$ cat src/rtl/seg7_pkg.sv
// Shared constants and types for the 7-segment scan driver.
// Segment patterns are active-high {g,f,e,d,c,b,a}; polarity is applied at the pins.
package seg7_pkg;

  typedef logic [1:0] idx_t;

  localparam logic [6:0] SEG_0     = 7'h3F;
  localparam logic [6:0] SEG_1     = 7'h06;
  localparam logic [6:0] SEG_2     = 7'h5B;
  localparam logic [6:0] SEG_3     = 7'h4F;
  localparam logic [6:0] SEG_4     = 7'h66;
  localparam logic [6:0] SEG_5     = 7'h6D;
  localparam logic [6:0] SEG_6     = 7'h7D;
  localparam logic [6:0] SEG_7     = 7'h07;
  localparam logic [6:0] SEG_8     = 7'h7F;
  localparam logic [6:0] SEG_9     = 7'h6F;
  localparam logic [6:0] SEG_DASH  = 7'h40;
  localparam logic [6:0] SEG_BLANK = 7'h00;

  // XOR masks that turn an active-high pattern into pin levels
  function automatic logic [6:0] pol_mask7(input bit active_low);
    return active_low ? 7'h7F : 7'h00;
  endfunction

  function automatic logic [3:0] pol_mask4(input bit active_low);
    return active_low ? 4'hF : 4'h0;
  endfunction

endpackage

$ cat src/rtl/seg7_scan_driver_if.sv
// Digit inputs and display pins of the scan driver, bundled for port connection.
// master = display-select side / board model, slave = the scan driver.
interface seg7_scan_driver_if;

  logic [3:0] dig1;
  logic [3:0] dig2;
  logic [3:0] dig3;
  logic [3:0] dig4;
  logic [3:0] dp_in;
  logic [3:0] an;
  logic [6:0] seg;
  logic       dp;
  logic       frame_start;

  modport master (
    output dig1, dig2, dig3, dig4, dp_in,
    input  an, seg, dp, frame_start
  );

  modport slave (
    input  dig1, dig2, dig3, dig4, dp_in,
    output an, seg, dp, frame_start
  );

endinterface

$ cat src/rtl/seg7_decode.sv
// Combinational BCD to active-high 7-segment decoder; 10..15 show a dash,
// and blank forces all segments off.
module seg7_decode
  import seg7_pkg::*;
(
  input  logic [3:0] value,
  input  logic       blank,
  output logic [6:0] pattern
);

  always_comb begin
    pattern = SEG_DASH;
    if (blank) begin
      pattern = SEG_BLANK;
    end else begin
      case (value)
        4'd0:    pattern = SEG_0;
        4'd1:    pattern = SEG_1;
        4'd2:    pattern = SEG_2;
        4'd3:    pattern = SEG_3;
        4'd4:    pattern = SEG_4;
        4'd5:    pattern = SEG_5;
        4'd6:    pattern = SEG_6;
        4'd7:    pattern = SEG_7;
        4'd8:    pattern = SEG_8;
        4'd9:    pattern = SEG_9;
        default: pattern = SEG_DASH;
      endcase
    end
  end

endmodule

$ cat src/rtl/seg7_scan_driver.sv
// Four-digit time-multiplexed 7-segment driver with per-frame snapshot.
// Optional leading-zero suppression when SEG7_LZ_BLANK_EN is defined.
//
//   idx | meaning
//   0   | digit 0 (rightmost, dig1) active; 3->0 wrap takes the snapshot
//   1   | digit 1 (dig2) active
//   2   | digit 2 (dig3) active
//   3   | digit 3 (leftmost, dig4) active
module seg7_scan_driver
  import seg7_pkg::*;
#(
  parameter int CLK_HZ         = 50000000,
  parameter int REFRESH_HZ     = 1000,
  parameter bit ACTIVE_LOW_SEG = 1'b1,
  parameter bit ACTIVE_LOW_AN  = 1'b1
) (
  input  logic               clk,
  input  logic               rst,
  seg7_scan_driver_if.slave  disp
);

  localparam int TICK_DIV = CLK_HZ / REFRESH_HZ;
  localparam int PW       = (TICK_DIV > 2) ? $clog2(TICK_DIV) : 1;
  localparam logic [PW-1:0] TICK_TC = PW'(TICK_DIV - 1);
  localparam logic [6:0] SEG_INV = pol_mask7(ACTIVE_LOW_SEG);
  localparam logic [3:0] AN_INV  = pol_mask4(ACTIVE_LOW_AN);
  localparam logic       DP_INV  = ACTIVE_LOW_SEG;

  logic [PW-1:0]   prescaler;
  idx_t            idx;
  logic            running;
  logic [3:0][3:0] snap_dig;
  logic [3:0]      snap_dp;
  logic [3:0]      blank_vec;
  logic            tick;
  logic [6:0]      pattern;

  logic [3:0]      an_q;
  logic [6:0]      seg_q;
  logic            dp_q;
  logic            frame_start_q;

  assign tick = (prescaler == TICK_TC);

  always_comb begin
    blank_vec = 4'b0000;
`ifdef SEG7_LZ_BLANK_EN
    blank_vec[3] = (snap_dig[3] == 4'd0);
    blank_vec[2] = (snap_dig[2] == 4'd0) && blank_vec[3];
    blank_vec[1] = (snap_dig[1] == 4'd0) && blank_vec[2];
`endif
  end

  seg7_decode u_decode (
    .value   (snap_dig[idx]),
    .blank   (blank_vec[idx]),
    .pattern (pattern)
  );

  // Output registers sample idx/snapshot together so an and seg never skew
  always_ff @(posedge clk) begin
    if (rst) begin
      prescaler     <= '0;
      idx           <= 2'd0;
      running       <= 1'b0;
      snap_dig      <= '0;
      snap_dp       <= 4'b0000;
      an_q          <= AN_INV;
      seg_q         <= SEG_INV;
      dp_q          <= DP_INV;
      frame_start_q <= 1'b0;
    end else begin
      prescaler     <= tick ? '0 : prescaler + 1'b1;
      frame_start_q <= 1'b0;
      if (tick) begin
        idx     <= idx + 2'd1;
        running <= 1'b1;
        if (idx == 2'd3) begin
          snap_dig      <= {disp.dig4, disp.dig3, disp.dig2, disp.dig1};
          snap_dp       <= disp.dp_in;
          frame_start_q <= 1'b1;
        end
      end
      an_q  <= (running ? (4'b0001 << idx) : 4'b0000) ^ AN_INV;
      seg_q <= pattern ^ SEG_INV;
      dp_q  <= snap_dp[idx] ^ DP_INV;
    end
  end

  assign disp.an          = an_q;
  assign disp.seg         = seg_q;
  assign disp.dp          = dp_q;
  assign disp.frame_start = frame_start_q;

endmodule

$ cat src/flat_wrapper.sv
// flat-port wrapper written by rule: the top's interface ports become plain ports
module seg7_scan_driver_flat import seg7_pkg::*;
#(
  parameter int CLK_HZ         = 50000000,
  parameter int REFRESH_HZ     = 1000,
  parameter bit ACTIVE_LOW_SEG = 1'b1,
  parameter bit ACTIVE_LOW_AN  = 1'b1
)
  (clk, rst, disp_dig1, disp_dig2, disp_dig3, disp_dig4, disp_dp_in, disp_an, disp_seg, disp_dp, disp_frame_start);
  seg7_scan_driver_if disp_i ();
  input  logic clk;
  input  logic rst;
  input wire logic [$bits(disp_i.dig1)-1:0] disp_dig1;
  input wire logic [$bits(disp_i.dig2)-1:0] disp_dig2;
  input wire logic [$bits(disp_i.dig3)-1:0] disp_dig3;
  input wire logic [$bits(disp_i.dig4)-1:0] disp_dig4;
  input wire logic [$bits(disp_i.dp_in)-1:0] disp_dp_in;
  output wire logic [$bits(disp_i.an)-1:0] disp_an;
  output wire logic [$bits(disp_i.seg)-1:0] disp_seg;
  output wire logic [$bits(disp_i.dp)-1:0] disp_dp;
  output wire logic [$bits(disp_i.frame_start)-1:0] disp_frame_start;
  assign disp_i.dig1 = disp_dig1;
  assign disp_i.dig2 = disp_dig2;
  assign disp_i.dig3 = disp_dig3;
  assign disp_i.dig4 = disp_dig4;
  assign disp_i.dp_in = disp_dp_in;
  assign disp_an = disp_i.an;
  assign disp_seg = disp_i.seg;
  assign disp_dp = disp_i.dp;
  assign disp_frame_start = disp_i.frame_start;
  seg7_scan_driver #(.CLK_HZ(CLK_HZ), .REFRESH_HZ(REFRESH_HZ), .ACTIVE_LOW_SEG(ACTIVE_LOW_SEG), .ACTIVE_LOW_AN(ACTIVE_LOW_AN)) u_core (.clk(clk), .rst(rst), .disp(disp_i));
endmodule
$ cat config.mk
export PLATFORM = sky130hd
export DESIGN_NAME = seg7_scan_driver_flat
export DESIGN_NICKNAME = d
export VERILOG_FILES = /design/src/rtl/seg7_pkg.sv /design/src/rtl/seg7_scan_driver_if.sv /design/src/rtl/seg7_decode.sv /design/src/rtl/seg7_scan_driver.sv /design/src/flat_wrapper.sv
export SDC_FILE = /design/constraint.sdc
export NUM_CORES = 1
export LEC_CHECK = 0
export ABC_AREA = 1
export CAP_MARGIN = 20
export CELL_PAD_IN_SITES_DETAIL_PLACEMENT = 2
export CELL_PAD_IN_SITES_GLOBAL_PLACEMENT = 2
export CORE_MARGIN = 8
export CORE_UTILIZATION = 33
export CTS_BUF_LIST = sky130_fd_sc_hd__clkbuf_8
export CTS_CLUSTER_SIZE = 12
export DETAILED_ROUTE_END_ITERATION = 8
export PLACE_DENSITY = 0.88
export SLEW_MARGIN = 20
export SYNTH_ARGS = -nofsm -noshare
export SYNTH_HDL_FRONTEND = slang
export SYNTH_SLANG_ARGS = --single-unit
$ cat constraint.sdc
create_clock -name clk -period 1.7 [get_ports clk]
set_input_delay 0.255 -clock clk [delete_from_list [all_inputs] [get_ports clk]]
set_output_delay 0.255 -clock clk [all_outputs]
set_load 0.005 [all_outputs]
-- Yosys cells after proc, flatten, opt, wreduce, memory -nomap -nowiden
Memory sizes are Yosys's and may differ from the RTL's.
Index checks and enable logic that the tools add are counted.
Widths: inputs -> output; s select.
- shift operators: 1
- equal/unequal tests: 2
- muxes and demuxes: 9
- add/sub/neg operators: 2
- $lt $le $gt $ge: 1
- bitwise logic cells: 4
- reduce and logical (&&, ||, !) cells: 3
- operators by type and width (operator ; count):
    $add 16x1->16 const B ; 1
    $eq 16x16->1 const B ; 1
    $bmux 4 s2 ; 1
    $mux 4 ; 2
    $mux 7 ; 1
    $not 7->7 ; 1
    $bmux 1 s2 ; 2
    $not 4->4 ; 1
    $reduce_or 2->1 ; 2
    $shl 1x2->4 const A ; 1
    $lt 2x3->1 const B ; 1
    $mux 1 ; 3
    $add 2x1->2 const B ; 1
    $eq 2x2->1 const B ; 1
    $not 1->1 ; 2
    $reduce_and 2->1 ; 1
- flip-flop bits (word level): 52
- bits of input ports: 22
- word-level logic and storage cells: 35
- output and inout bits: 13
- bits in read-only memories: 112
- memories kept: 1
- memory list (memory ; depth ; width ; read ports ; clocked after Yosys merged registers in ; write ports ; RTL line ; text):
    (name not given) ; 16 ; 7 ; 1 ; 0 ; 0 ; seg7_decode.sv:16 ; case (value)

-- Longest topological paths before layout
An unclocked memory read counts as a cell.
- depth in word-level cells: 5
- mapped depth: 11
- depth with buffers taken out: 10

-- Cells and area by module
From an unflattened synthesis, not the netlist that was laid out.
- cells, all modules: 403
- area total of the unflattened synthesis: 2685.1 µm²
- by module, submodules not included (module ; sequential area each (µm²) ; area an instance (µm²) ; instances ; cells an instance):
    seg7_scan_driver ; 1041.0 ; 2478.6 ; 1 ; 366
    seg7_decode ; 0.0 ; 206.4 ; 1 ; 37

-- Worst setup path before layout
OpenSTA, ideal clock, no wires.
- path kind: reg2reg
- from: register u_core.idx[0]
- to: register u_core.seg_q[6] (netlist: u_core.disp.seg[6])
- buffers on the path: 1
- stages on the path, launching flop included: 10
- data required time: 1.577 ns
- arrival: 1.311 ns
- slack: 0.265 ns
- cell sequence: dfxtp_1 > inv_2 > buf_6 > nand2_1 > nand3_1 > nand2_1 > inv_1 > ha_1 > o21ai_0 > o21ai_1
- cells in the longest elaborated chain, start to end: 5
- RTL lines (what ; RTL line ; text):
    start: declaration ; seg7_scan_driver.sv:30 ; idx_t idx;
    start signal: assignment ; seg7_scan_driver.sv:76 ; idx <= idx + 2'd1;
    $bmux 4 s2 ; seg7_scan_driver.sv:55 ; .value (snap_dig[idx]),
    $mux 4 (not written as such) ; seg7_scan_driver.sv:55 ;
    $mem_v2 16x7 ; - ;
    $mux 7 * ; seg7_decode.sv:13 ; if (blank) begin
    $not 7->7 (no source line) * ; - ;
    end signal: assignment ; seg7_scan_driver.sv:85 ; seg_q <= pattern ^ SEG_INV;
    end: declaration ; seg7_scan_driver.sv:39 ; logic [6:0] seg_q;
Every way passes the cells marked *; elsewhere a longest branch is shown, timed or not. The select of a mux whose other input is x is not followed.
A chain may end at the register's enable or synchronous reset.

-- Worst setup path in the final report
- from: register u_core.prescaler[0]
- to: register u_core.snap_dig[6] in the netlist's numbering
- cells in the longest elaborated chain, start to end: 2
- RTL lines (what ; RTL line ; text):
    start: declaration ; seg7_scan_driver.sv:29 ; logic [PW-1:0] prescaler;
    start signal: assignment ; seg7_scan_driver.sv:73 ; prescaler <= tick ? '0 : prescaler + 1'b1;
    $eq 16x16->1 ; seg7_scan_driver.sv:43 ; assign tick = (prescaler == TICK_TC);
    $reduce_and 2->1 (no source line) ; - ;
    end signal: assignment ; seg7_scan_driver.sv:79 ; snap_dig <= {disp.dig4, disp.dig3, disp.dig2, disp.dig1};
    end: declaration ; seg7_scan_driver.sv:32 ; logic [3:0][3:0] snap_dig;
Every way passes these cells.

==> impl_metrics.env <==
export IMPL_maxSlewViolCount=0
export IMPL_yosysMostFrequentCell="nand2_1"
export IMPL_synth_fp_nets=349
export IMPL_fmax_mhz=631
export IMPL_r2r_slack_ns=0.12
export IMPL_cts_tree="yes"
export IMPL_async_flop_share_pct=0
export IMPL_first_pass_iters=4
export IMPL_gp_congestion=0.775
export IMPL_fin_crit_sh_pct=93.2
export IMPL_power_density_nw_per_um2=714
export IMPL_num_antenna_cells=0
export IMPL_cts_buffers=5
export IMPL_clk_latency_ns=0.31
export IMPL_yosysTopAreaCell="dfxtp_1"
export IMPL_status="complete, no violations"
export IMPL_antenna_found_initial=0
export IMPL_hold_viol=0
export IMPL_synth_area_um2=2520
export IMPL_clock_path_buffers=2
export IMPL_tightest_slew_ns=0.407
export IMPL_min_delay_start="u_core.snap_dp[1]"
export IMPL_crit_type="reg -> reg"
export IMPL_fin_nets=389
export IMPL_synth_top_cell_area_share_pct=41.3
export IMPL_endpoint="u_core.snap_dig[6]"
export IMPL_setup_violations_final=0
export IMPL_synth_edf_count=0
export IMPL_vias=2296
export IMPL_cp_max_fo=13
export IMPL_portBuffers=34
export IMPL_yosysWarnings=0
export IMPL_vias_per_cell=4.99
export IMPL_yosys_top_cells_count="77 x nand2_1, 52 x dfxtp_1, 29 x a21oi_1"
export IMPL_yosys_top_cells_area="dfxtp_1 41%, nand2_1 11%, nand4_1 6.7%"
export IMPL_maxCapViolations=0
export IMPL_grt_pass1_vias=2614
export IMPL_drc_errors=0
export IMPL_ir_worst_vdd_uv=319
export IMPL_dieArea_um2=10700
export IMPL_critPathCaptureType="register"
export IMPL_pre_cts_ws_ns=-0.0232
export IMPL_die_h_um=103
export IMPL_fill_cells=869
export IMPL_root_buffer="clkbuf_8"
export IMPL_drtAntennaViolNets=0
export IMPL_r2r_start="u_core.prescaler[0]"
export IMPL_fp_coreArea_um2=7570
export IMPL_synth_cells=317
export IMPL_syn2layout_area_growth_pct=22.1
export IMPL_grt_ovfl_total=0
export IMPL_grt_use_total_pct=15.7
export IMPL_ys_flop_type="dfxtp_1"
export IMPL_drtIter0Drc=42
export IMPL_r2r_end="u_core.snap_dig[6]"
export IMPL_routedWlPerCell_um=16.8
export IMPL_timing_final_ws_setup_ns=0.115
export IMPL_pin_count=35
export IMPL_p_leak_nw=1.15
export IMPL_grt_max_degree=26
export IMPL_synth_cell_types=32
export IMPL_relSlewSlack_pct=72.7
export IMPL_h_tree_depth=2
export IMPL_holdWs_ns=0.473
export IMPL_num_rows=32
export IMPL_post_dp_hpwl_mm=6.03
export IMPL_min_period_ns=1.58
export IMPL_synth_seq_cells=52
export IMPL_start_util_pct=33.3
export IMPL_rsz0062_at_grt="false"
export IMPL_clock_sinks=52
export IMPL_wl_mm=7.74
export IMPL_drive_gt1_share_pct=14.5
export IMPL_syn_area_per_cell_um2=7.95
export IMPL_worst_clock_skew_ns=0.0102
export IMPL_clk_pin_slew_ns=0.10
export IMPL_crit_path_start_kind="register"
export IMPL_die_x_um=103
export IMPL_seq_area_frac_synth_pct=41.3
export IMPL_holdCritPathClass="reg -> reg"
export IMPL_r2r_cells=6
export IMPL_cp_startpoint="u_core.prescaler[0]"
export IMPL_arrival_ns=1.82
export IMPL_grt_pass1_wl_mm=12.9
export IMPL_critPathRequiredTime_ns=1.94
==> final cells by class <==
type / count / area (um2) / share of cell area, %
multi-input cells: 228 / 1270 / 41.4
clock buffers: 5 / 68.8 / 2.24
inverters: 23 / 87.6 / 2.85
flip-flops and latches: 52 / 1040 / 33.9
clock inverters: 3 / 38.8 / 1.26
repair buffers: 47 / 438 / 14.2
well taps: 102 / 128 / 4.15
==> critical path, cell delays in order, from the launching register on <==
cell and delay (ns):
dfxtp_1 0.40, ha_1 0.27, nand3_4 0.14, nor2_8 0.14, buf_4 0.22, nand4_1 0.16, a21oi_1 0.19
==> placed cells by master, fill, tap and decap left out, drive strengths merged <==
cell / synthesis / layout
a21oi: 32 / 32
buf: 12 / 13
bufinv: 0 / 1
clkbuf: 2 / 5
clkdlybuf4s50: 0 / 34
clkinv: 1 / 2
dfxtp: 52 / 52
ha: 10 / 10
inv: 22 / 23
nand2: 86 / 86
nand3: 22 / 22
nand3b: 1 / 1
nand4: 27 / 27
nor2: 27 / 27
nor3: 4 / 4
nor3b: 1 / 1
o211ai: 1 / 1
o21ai: 11 / 11
o22ai: 1 / 1
or2: 1 / 1
xor2: 4 / 4
==> cell families (layout without fill, tap and decap cells) <==
logic type | after synthesis | after routing | synth area share (%)
buf+inv | 37 | 78 | 8.49
flops | 52 | 52 | 41.3
fa+ha+maj | 10 | 10 | 4.97
xor+xnor | 4 | 4 | 1.39
compound gates | 45 | 45 | 9.83
simple gates | 169 | 169 | 34.0
==> routing by layer <==
layer / vias to the layer above / track usage [%] / routed length (um)
met4: 0 / 4.78 / 85
met5: - / 0 / 0
met3: 9 / 2.81 / 253
li1: 1129 / - / -
met2: 25 / 31.0 / 4360
met1: 1133 / 16.2 / 3040
==> flip-flops by register name (all words and copies together), names as in the netlist <==
name	cells
u_core.disp.an	4
u_core.disp.dp	1
u_core.disp.frame_start	1
u_core.disp.seg	7
u_core.idx	2
u_core.prescaler	16
u_core.running	1
u_core.snap_dig	16
u_core.snap_dp	4
==> where the power goes <==
group          internal (mW)  switching [mW]
sequential              1.23         0.00886
combinational         0.0647          0.0444
clock                  0.432           0.418
==> repair_timing <==
action	CTS	global route
hold endpoints to repair	0	0
buffers inserted	1	0
pin swaps	1	0
gates resized for setup	0	3
hold buffers	0	0
endpoints found under the setup margin	2	11
==> stage by stage <==
step	total power [mW]	area, um2	util, %	setup TNS [ns]	cells
4_1_cts	2.22	3070	40.5	0	460
2_1_floorplan	1.30	2520	-	0	317
6_report	2.20	3080	40.7	0	460
3_5_place_dp	1.38	2950	39.0	-0.0302	451
5_1_grt	2.29	3080	40.7	0	460
3_3_place_gp	1.37	2950	39.0	0	451
==> how the worst min path moves through the flow <==
stage	to	slack, ns	cells after the start
after floorplan	u_core.snap_dig[0]	0.43	2
after global placement	u_core.prescaler[0]	0.45	1
after detailed placement	u_core.snap_dp[1]	0.46	2
after CTS	u_core.snap_dp[1]	0.48	2
after global routing	u_core.snap_dig[14]	0.50	2
final	u_core.snap_dp[1]	0.47	2
Note: power is estimated with default switching activity, not from simulation.
